### src/rtl/scarv_cop_issue_ctrl.sv
// scarv_cop_issue_ctrl: single-issue sequencer between the core's
// coprocessor interface and the ISE functional units.
// Flow: IDLE -> DISPATCH -> EXEC -> RESP -> IDLE.
// A decode error skips EXEC and goes straight from DISPATCH to RESP.
// Optional FU watchdog: define SCARV_COP_ISSUE_TIMEOUT_EN.
module scarv_cop_issue_ctrl #(
  parameter int NCLASS         = 9,
  parameter int TIMEOUT_CYCLES = 255
) (
  input  logic              g_clk,
  input  logic              g_resetn,
  input  logic              cpi_insn_valid,
  output logic              cpi_insn_ready,
  input  logic [31:0]       cpi_insn,
  output logic              cpi_rsp_valid,
  input  logic              cpi_rsp_ready,
  output logic [2:0]        cpi_rsp_status,
  output logic              cpi_rsp_wen,
  output logic [4:0]        cpi_rsp_rd,
  output logic [31:0]       cpi_rsp_data,
  output logic [31:0]       id_encoded,
  input  logic              id_exception,
  input  logic [NCLASS-1:0] id_class,
  input  logic [4:0]        id_rd,
  input  logic              gpr_write,
  output logic [NCLASS-1:0] fu_ivalid,
  input  logic [NCLASS-1:0] fu_idone,
  input  logic [31:0]       fu_rdata,
  output logic              busy
);

  // The watchdog counter is 8 bits wide, so the limit must fit in it.
  if (TIMEOUT_CYCLES < 1 || TIMEOUT_CYCLES > 255) begin : g_bad_timeout
    $error("TIMEOUT_CYCLES must be within 1..255");
  end

  typedef enum logic [1:0] {IDLE, DISPATCH, EXEC, RESP} state_t;

  localparam logic [2:0] ST_OK  = 3'd0;
  localparam logic [2:0] ST_DEC = 3'd1;
`ifdef SCARV_COP_ISSUE_TIMEOUT_EN
  localparam logic [2:0] ST_TO  = 3'd2;
  // The last EXEC cycle before expiry is the one where the counter holds limit-1.
  localparam logic [7:0] TO_LAST = 8'(TIMEOUT_CYCLES - 1);
  logic [7:0] to_cnt;
`endif

  state_t            state;
  logic [31:0]       r_insn;
  logic [NCLASS-1:0] r_class;
  logic [4:0]        r_rd;
  logic              r_gpr_write;
  logic              class_bad;
  logic              done_hit;

  // Zero or more than one class bit means the decoder could not pick a unit.
  assign class_bad = (id_class == '0) || ((id_class & (id_class - NCLASS'(1))) != '0);
  // Only the completion bit of the unit that was dispatched is honoured.
  assign done_hit  = |(fu_idone & r_class);

  assign id_encoded     = r_insn;
  assign cpi_insn_ready = (state == IDLE);
  assign busy           = (state != IDLE);
  // Derived from state so the request falls with the async reset.
  assign fu_ivalid      = (state == EXEC) ? r_class : '0;

  // Main sequencing FSM with registered response fields.
  always_ff @(posedge g_clk or negedge g_resetn) begin
    if (!g_resetn) begin
      state          <= IDLE;
      r_insn         <= '0;
      r_class        <= '0;
      r_rd           <= '0;
      r_gpr_write    <= 1'b0;
      cpi_rsp_valid  <= 1'b0;
      cpi_rsp_status <= ST_OK;
      cpi_rsp_wen    <= 1'b0;
      cpi_rsp_rd     <= '0;
      cpi_rsp_data   <= '0;
`ifdef SCARV_COP_ISSUE_TIMEOUT_EN
      to_cnt         <= '0;
`endif
    end else begin
      case (state)
        IDLE: begin
          if (cpi_insn_valid) begin
            r_insn <= cpi_insn;
            state  <= DISPATCH;
          end
        end
        DISPATCH: begin
          r_class     <= id_class;
          r_rd        <= id_rd;
          r_gpr_write <= gpr_write;
`ifdef SCARV_COP_ISSUE_TIMEOUT_EN
          to_cnt      <= '0;
`endif
          if (id_exception || class_bad) begin
            cpi_rsp_status <= ST_DEC;
            cpi_rsp_wen    <= 1'b0;
            cpi_rsp_rd     <= id_rd;
            cpi_rsp_data   <= '0;
            cpi_rsp_valid  <= 1'b1;
            state          <= RESP;
          end else begin
            state <= EXEC;
          end
        end
        EXEC: begin
          // A done arriving on the final watchdog cycle still wins.
          if (done_hit) begin
            cpi_rsp_status <= ST_OK;
            cpi_rsp_wen    <= r_gpr_write;
            cpi_rsp_rd     <= r_rd;
            cpi_rsp_data   <= fu_rdata;
            cpi_rsp_valid  <= 1'b1;
            state          <= RESP;
          end
`ifdef SCARV_COP_ISSUE_TIMEOUT_EN
          else if (to_cnt == TO_LAST) begin
            cpi_rsp_status <= ST_TO;
            cpi_rsp_wen    <= 1'b0;
            cpi_rsp_rd     <= r_rd;
            cpi_rsp_data   <= '0;
            cpi_rsp_valid  <= 1'b1;
            state          <= RESP;
          end else begin
            to_cnt <= to_cnt + 8'd1;
          end
`endif
        end
        RESP: begin
          if (cpi_rsp_ready) begin
            cpi_rsp_valid <= 1'b0;
            state         <= IDLE;
          end
        end
        default: state <= IDLE;
      endcase
    end
  end

endmodule

### config.mk
export PLATFORM = sky130hd
export DESIGN_NAME = scarv_cop_issue_ctrl
export DESIGN_NICKNAME = d
export VERILOG_FILES = /design/src/rtl/scarv_cop_issue_ctrl.sv
export SDC_FILE = /design/constraint.sdc
export NUM_CORES = 1
export LEC_CHECK = 0
export BUFFER_PORTS_ARGS = -buffer_cell sky130_fd_sc_hd__buf_2
export CAP_MARGIN = 10
export CORE_AREA = 2 2 95 97
export CTS_CLUSTER_DIAMETER = 200
export CTS_CLUSTER_SIZE = 24
export DETAILED_ROUTE_END_ITERATION = 8
export DIE_AREA = 0 0 97 99
export PLACE_DENSITY_LB_ADDON = 0.1
export SETUP_SLACK_MARGIN = 0.2
export SYNTH_ARGS = -nofsm -noshare
export SYNTH_HDL_FRONTEND = slang
export SYNTH_SLANG_ARGS = --single-unit
### constraint.sdc
create_clock -name g_clk -period 2.5 [get_ports g_clk]
set_input_delay 0.25 -clock g_clk [delete_from_list [all_inputs] [get_ports g_clk]]
set_output_delay 0.25 -clock g_clk [all_outputs]
set_load 0.01 [all_outputs]
==> metrics.md, run 1 <==
| Metric | Value |
|---|---|
| Die W | 97 um |
| Num ports | 178 |
| # setup viols final | 0 |
| Clk buf depth | 2 |
| Hold path endpoint | id_encoded[21] |
| Initial Utilization | 46.4% |
| DP HPWL | 6920 um |
| Fin nets | roughly 630 |
| Fillcell total | ~730 |
| HP Start | cpi_insn[21] |
| Tightest Pin Transition | 0.569 ns |
| Reg2reg start | r_class[5] |
| Total gr overflow | 0 |
| WL per Instance | 14.7 um |
| Leakage power | 2.58 nW |
| Worst skew pair latency | 0.35 ns |
| Netlist Area Pre-Place | 3960 um^2 |
| CTS clk-pin slew, worst paths | approximately 0.090 ns |
| Min cycle time layout | 1.97 ns |
| Power Total | 6.05 mW |
| Achievable Freq | 508 MHz |
| Post-synth top area share | a little under three fifths |
| FP Rows | 34 |
| Slew HR | 62.1% |
| Port buffer count | between 150 and 200 |
| Core Footprint | 8550 um^2 |
| Fin area | 5210 um^2 |
| Share of post-route cells with drive strength above 1 | 46.4% |
| Avg Cell Area, Syn | 11.2 um^2 |
| Detailed Route Iter0 Violations | 121 |
| DP Area | approximately 5000 um^2 |
| Synth-to-layout area growth | 31.4% |
| Ys flop type | dfrtp_1 |
| Vias in the first global route | roughly 3,200 |
| Most frequent cell after synthesis | dfrtp_1 |
| Area contributors post-synth | dfrtp_1 56%, mux2_2 12%, o211ai_1 6.3% |
| Cell accounting for the most synthesized area | dfrtp_1 |
| Max-slew violation count | 0 |
| Final Util | 60.9% |
| Worst Hold Class | primary input to register |
| Post-synthesis async set-or-reset flop share | 100% |
| R2r worst-path depth | 5 |
| Inserted Diodes | 0 |
| Die outline area | 9600 um^2 |
| Max rail drop VDD | 633 uV |
| Register area share after synthesis | 56.2% |
| CP required | between 2 and 3 ns |
| H-tree levels | 3 |
| CTS Root Buffer Type | clkbuf_8 |
| Setup Buffers After CTS | 0 |
| Initial antenna violation count | 0 |
| Total track usage | 20.2% |
| Status | finished clean |
| Post-synth cell types | 38 |
| PwrDens | 1160 nW/um^2 |
| Crit Path Class | primary input to register |
| Total number of vias | 3,288 |
| Cell count after synthesis | 354 |
| Setup WS post-layout | 0.531 ns |
| Total of max-cap violations | 0 |
| Final wirelength | 9470 um |
| Critical Path AT | 2.20 ns |
| Post-route ant nets | 0 |
| RR Endpoint | cpi_rsp_rd[3] |
| RSZ-0062 raised after global routing | false |
| CP Capture Type | register |
| Sink Count | 89 |
| Number of synthesized flops with an enable pin | 0 |
| Fin crit share | roughly four fifths |
| Hold depth | 2 |
| CTS tree | built |
| Clk_skew | 0.00906 ns |
| DRC viols | 0 |
| Top post-synthesis cells by count | 89 x dfrtp_1, 46 x inv_1, 42 x mux2_2 |
| Critical-path maximum fanout | 32 |
| Internal reg-to-reg setup slack | 0.55 ns |
| Largest net degree at the start of global routing | 46 |
| Setup Slack @ Placement | about 0.19 ns |
| Die height | 99 um |
| First drt pass iteration count | 4 |
| Vias/cell | 5.10 |
| Num CTS Buffers | 9 |
| CP Launch Type | primary input |
| Synthesis Warnings | 0 |
| Gpl congestion | 0.787 |
| #FFs+latches synth | 89 |
| Global-route wire length before repair | 15,700 um |
| Aggregate negative setup slack | 0 ns |
| Final hold violations | 0 |
worst max-delay path by stage:
stage,start,to,slack [ns]
floorplan,id_class[4],cpi_rsp_data[18],0.41
global placement,id_class[1],cpi_rsp_data[16],0.23
detailed placement,id_class[4],cpi_rsp_data[15],0.19
CTS,r_class[5],cpi_rsp_rd[3],0.51
global route,r_class[5],cpi_rsp_rd[3],0.40
finish,id_class[4],cpi_rsp_data[9],0.53
layout make-up:
class | instances | area [um^2] | share of cell area [%]
Sequential cell | 89 | 2230 | 42.8
Multi-Input combinational cell | 199 | 1480 | 28.3
Timing Repair Buffer | 187 | 983 | 18.9
Inverter | 46 | 173 | 3.32
Clock buffer | 11 | 151 | 2.91
Tap cell | 108 | 135 | 2.59
Clock inverter | 5 | 62.6 | 1.20
layout by cell type (no fill, tap or decap), drive strengths merged, types with 2 or more instances in the layout:
cell and instances:
nor3 2, a311oi 5, inv 47, ha 4, o221ai 5, nor3b 2, a22oi 3, and2 11
mux2 42, nor2 7, clkinvlp 2, o21ai 42, nand2 15, clkbuf 11, nand4 2, dfrtp 89
o211ai 33, buf 186, a21oi 8, conb 2
layer usage:
layer | share of wire [%] | wire (um) | track usage, %
met5 | 0 | 0 | 0
met1 | 44 | 4160 | 27.2
met2 | 47 | 4480 | 31.7
met4 | 1.2 | 114 | 6.50
met3 | 7.6 | 716 | 6.17
worst max-delay path: stages:
cell,delay [ns]
buf_2,0.12
nor4_2,0.30
nand2_1,0.11
or4b_4,0.50
a211o_1,0.32
buf_4,0.26
o211ai_1,0.22
o21ai_0,0.11
kinds of logic after synthesis:
logic type / synth area share (%)
compound gates: 17.4
flops: 56.2
buf+inv: 6.69
simple gates: 5.93
mux: 12.2
fa+ha+maj: 1.52
other cells: 0.0946
state kept, by name (all words and copies together) (netlist names):
register,count
r_gpr_write,1
cpi_rsp_status,1
cpi_rsp_data,32
cpi_rsp_rd,5
cpi_rsp_wen,1
cpi_rsp_valid,1
r_rd,5
state,2
r_class,9
id_encoded,32
where the power goes:
part           switching (mW)  internal (mW)  leakage (nW)
combinational            1.37           1.22          1.38
clock                   0.507          0.522         0.102
sequential              0.364           2.07          1.10
metrics by stage:
step / hold slack [ns] / cells
6_report: 0.120 / 645
3_5_place_dp: 0.288 / 628
2_1_floorplan: -0.0456 / 355
4_1_cts: 0.106 / 645
3_3_place_gp: 0.287 / 628
5_1_grt: 0.0934 / 645
what timing repair did:
item	CTS	global route
hold buffers	1	0
hold endpoints to repair	42	0
gates resized for setup	0	0
Power figures use the tool's default switching activity.
==> inputs of run 2 (changes only) <==
CORE_AREA = 2 2 100 102   (was 2 2 95 97)
DIE_AREA = 0 0 102 104   (was 0 0 97 99)
clock period = 1.8 ns   (was 2.5 ns; I/O delays follow)
==> metrics.md, run 2 (synthesis gave the netlist of run 1 again) <==
| Metric | Value |
|---|---|
| Sw Share | 37.5% (+0.54 points) |
| Post-route ant nets | 0 (unchanged) |
| Total gr overflow | 0 (unchanged) |
| Sw Pwr | 3.66 mW (+64%) |
| Fin area | 5860 um^2 (+13%) |
| WL per Instance | 15.2 um (+3.4%) |
| WL met1 | 4360 um (+4.7%) |
| Critical Path AT | 2.21 ns (about the same) |
| Commonest non-fill, non-tap cell in the layout | buf_2 |
| Final hold violations | 0 (unchanged) |
| Vias in the first global route | 3,517 (+8.4%) |
| Max-slew violation count | 0 (unchanged) |
| # setup viols final | 41 (+41) |
| Initial antenna violation count | 0 (unchanged) |
| RSZ-0062 raised after global routing | true |
| Min cycle time layout | ~1.9 ns |
| Die outline area | 10,600 um^2 (+10%) |
| Clk_skew | 0.00666 ns (-0.00240 ns) |
| Wire length on met3 | 680 um (-5.0%) |
| Inserted Diodes | 0 (unchanged) |
| Fin crit share | 107% |
| Failing checks | setup timing |
| Reg2reg start | r_class[5] |
| HP Start | cpi_insn[20] |
| Initial Utilization | 41.5% (-4.8 points) |
| Num ports | 178 (unchanged) |
| DP HPWL | 7260 um (+4.9%) |
| CP Launch Type | register |
| Clk buf depth | 2 (unchanged) |
| Crit Path Class | register to register |
| CTS clk-pin slew, worst paths | 0.09 ns (about the same) |
| CTS Root Buffer Type | clkbuf_8 |
| CP Capture Type | register |
| Worst Hold Class | primary input to register |
| FP Rows | 36 (+5.9%) |
| Fin nets | 651 (+3.5%) |
| Detailed Route Iter0 Violations | 141 (+17%) |
| Setup WS post-layout | -0.127 ns (-0.657 ns) |
| Max rail drop VDD | 714 uV (+13%) |
| Port buffer count | 175 (unchanged) |
| Leakage power | 2.84 nW (+9.9%) |
| Total of max-cap violations | 0 (unchanged) |
| Num CTS Buffers | 9 (unchanged) |
| First drt pass iteration count | 5 (+1) |
| Core Footprint | 9550 um^2 (+12%) |
| DP Area | 5170 um^2 (+3.7%) |
| Largest net degree at the start of global routing | 41 (-11%) |
| Worst skew pair latency | 0.35 ns (about the same) |
| Clk pwr share | 14.9% (-2.1 points) |
| Global-route wire length before repair | 16,700 um (+6.7%) |
| Status | finished, violations left |
| H-tree levels | 3 (unchanged) |
| Final wirelength | 10,500 um (+11%) |
| Total number of vias | 3,479 (+5.8%) |
| Seq pwr share | 34.9% (-5.4 points) |
| Die height | 104 um (+5.1%) |
| Commonest cells after routing, fill and taps aside | 166 x buf_2, 89 x dfrtp_1, 44 x inv_1 |
| Internal | 6.09 mW (+60%) |
| DR WL met2 | 5310 um (+19%) |
| Comb power frac | 50.2% (+7.5 points) |
| Critical-path maximum fanout | 8 (-75%) |
| Sink Count | 89 (unchanged) |
| Achievable Freq | between 500 and 600 MHz |
| Highest metal used | met4 |
| Power Total | 9.75 mW (+61%) |
| Die W | 102 um (+5.2%) |
| Synth-to-layout area growth | 47.9% |
| DRC viols | 0 (unchanged) |
| CP required | 2.09 ns (-0.64 ns) |
| Vias/cell | 5.03 (-1.4%) |
| CTS tree | built |
| Total track usage | 19.7% (-0.54 points) |
| Share of post-route cells with drive strength above 1 | 59.0% (+13 points) |
| Gpl congestion | 0.820 (+4.2%) |
| PwrDens | 1660 nW/um^2 (+43%) |
| Crit path from | r_class[5] |
run 2: timing repair:
action                                 CTS  global route
hold buffers                             1             0
resized for setup                       62            27
setup endpoints to repair               52            84
pin swaps                                9             7
gates cloned                             2             2
endpoints found under the hold margin   31             0
setup buffers                            3             3
run 2: final timing paths:
| path | end | slack [ns] | depth (start not counted) |
|---|---|---|---|
| worst max-delay path | cpi_rsp_data[2] | -0.13 | 6 |
| worst min-delay path | id_encoded[20] | 0.06 | 2 |
| worst max register to register | cpi_rsp_data[2] | -0.13 | 6 |
| worst min register to register | id_encoded[29] | 0.50 | 1 |
| max in group asynchronous | r_rd[1] | 0.85 | 3 |
| min in group asynchronous | cpi_rsp_data[4] | 0.32 | 2 |
run 2: area by class of cell:
cell class,count,area [um^2]
clock buffers,11,151
flip-flops and latches,89,2230
well taps,133,166
clock inverters,5,62.6
multi-input cells,199,1730
repair buffers,209,1350
inverters,46,173
fillers,867,3690
run 2: critical path, cell delays in order, from the launching register on:
cell and delay [ns]:
dfrtp_1 0.40, a222oi_1 0.46, nand4_1 0.21, or2_4 0.29, and3_4 0.21, clkbuf_16 0.19, o21ai_2 0.10
run 2: routing by layer:
| metal | global-route usage (%) | vias to the layer above |
|---|---|---|
| li1 | - | 1650 |
| met1 | 24.8 | 1695 |
| met2 | 32.8 | 121 |
| met3 | 3.97 | 13 |
| met4 | 7.71 | 0 |
| met5 | 0 | - |
run 2: power by group through the flow:
stage	combinational [mW]	sequential, mW	clock [mW]
2_1_floorplan	1.97	3.68	0
3_3_place_gp	3.75	3.38	0
3_5_place_dp	3.83	3.42	0
4_1_cts	4.56	3.40	1.52
5_1_grt	5.33	3.52	1.59
6_report	4.89	3.40	1.46
run 2: stage by stage:
step	utilization (%)	TNS [ns]	cells	hold slack [ns]	worst slack (ns)
4_1_cts	59.5	-7.01	687	0.0330	-0.202
5_1_grt	61.4	-7.55	692	0.0310	-0.220
3_3_place_gp	54.1	-14.96	665	0.166	-0.416
6_report	61.4	-4.37	692	0.0553	-0.127
3_5_place_dp	54.1	-16.03	665	0.162	-0.439
2_1_floorplan	-	-7.35	355	-0.116	-0.208
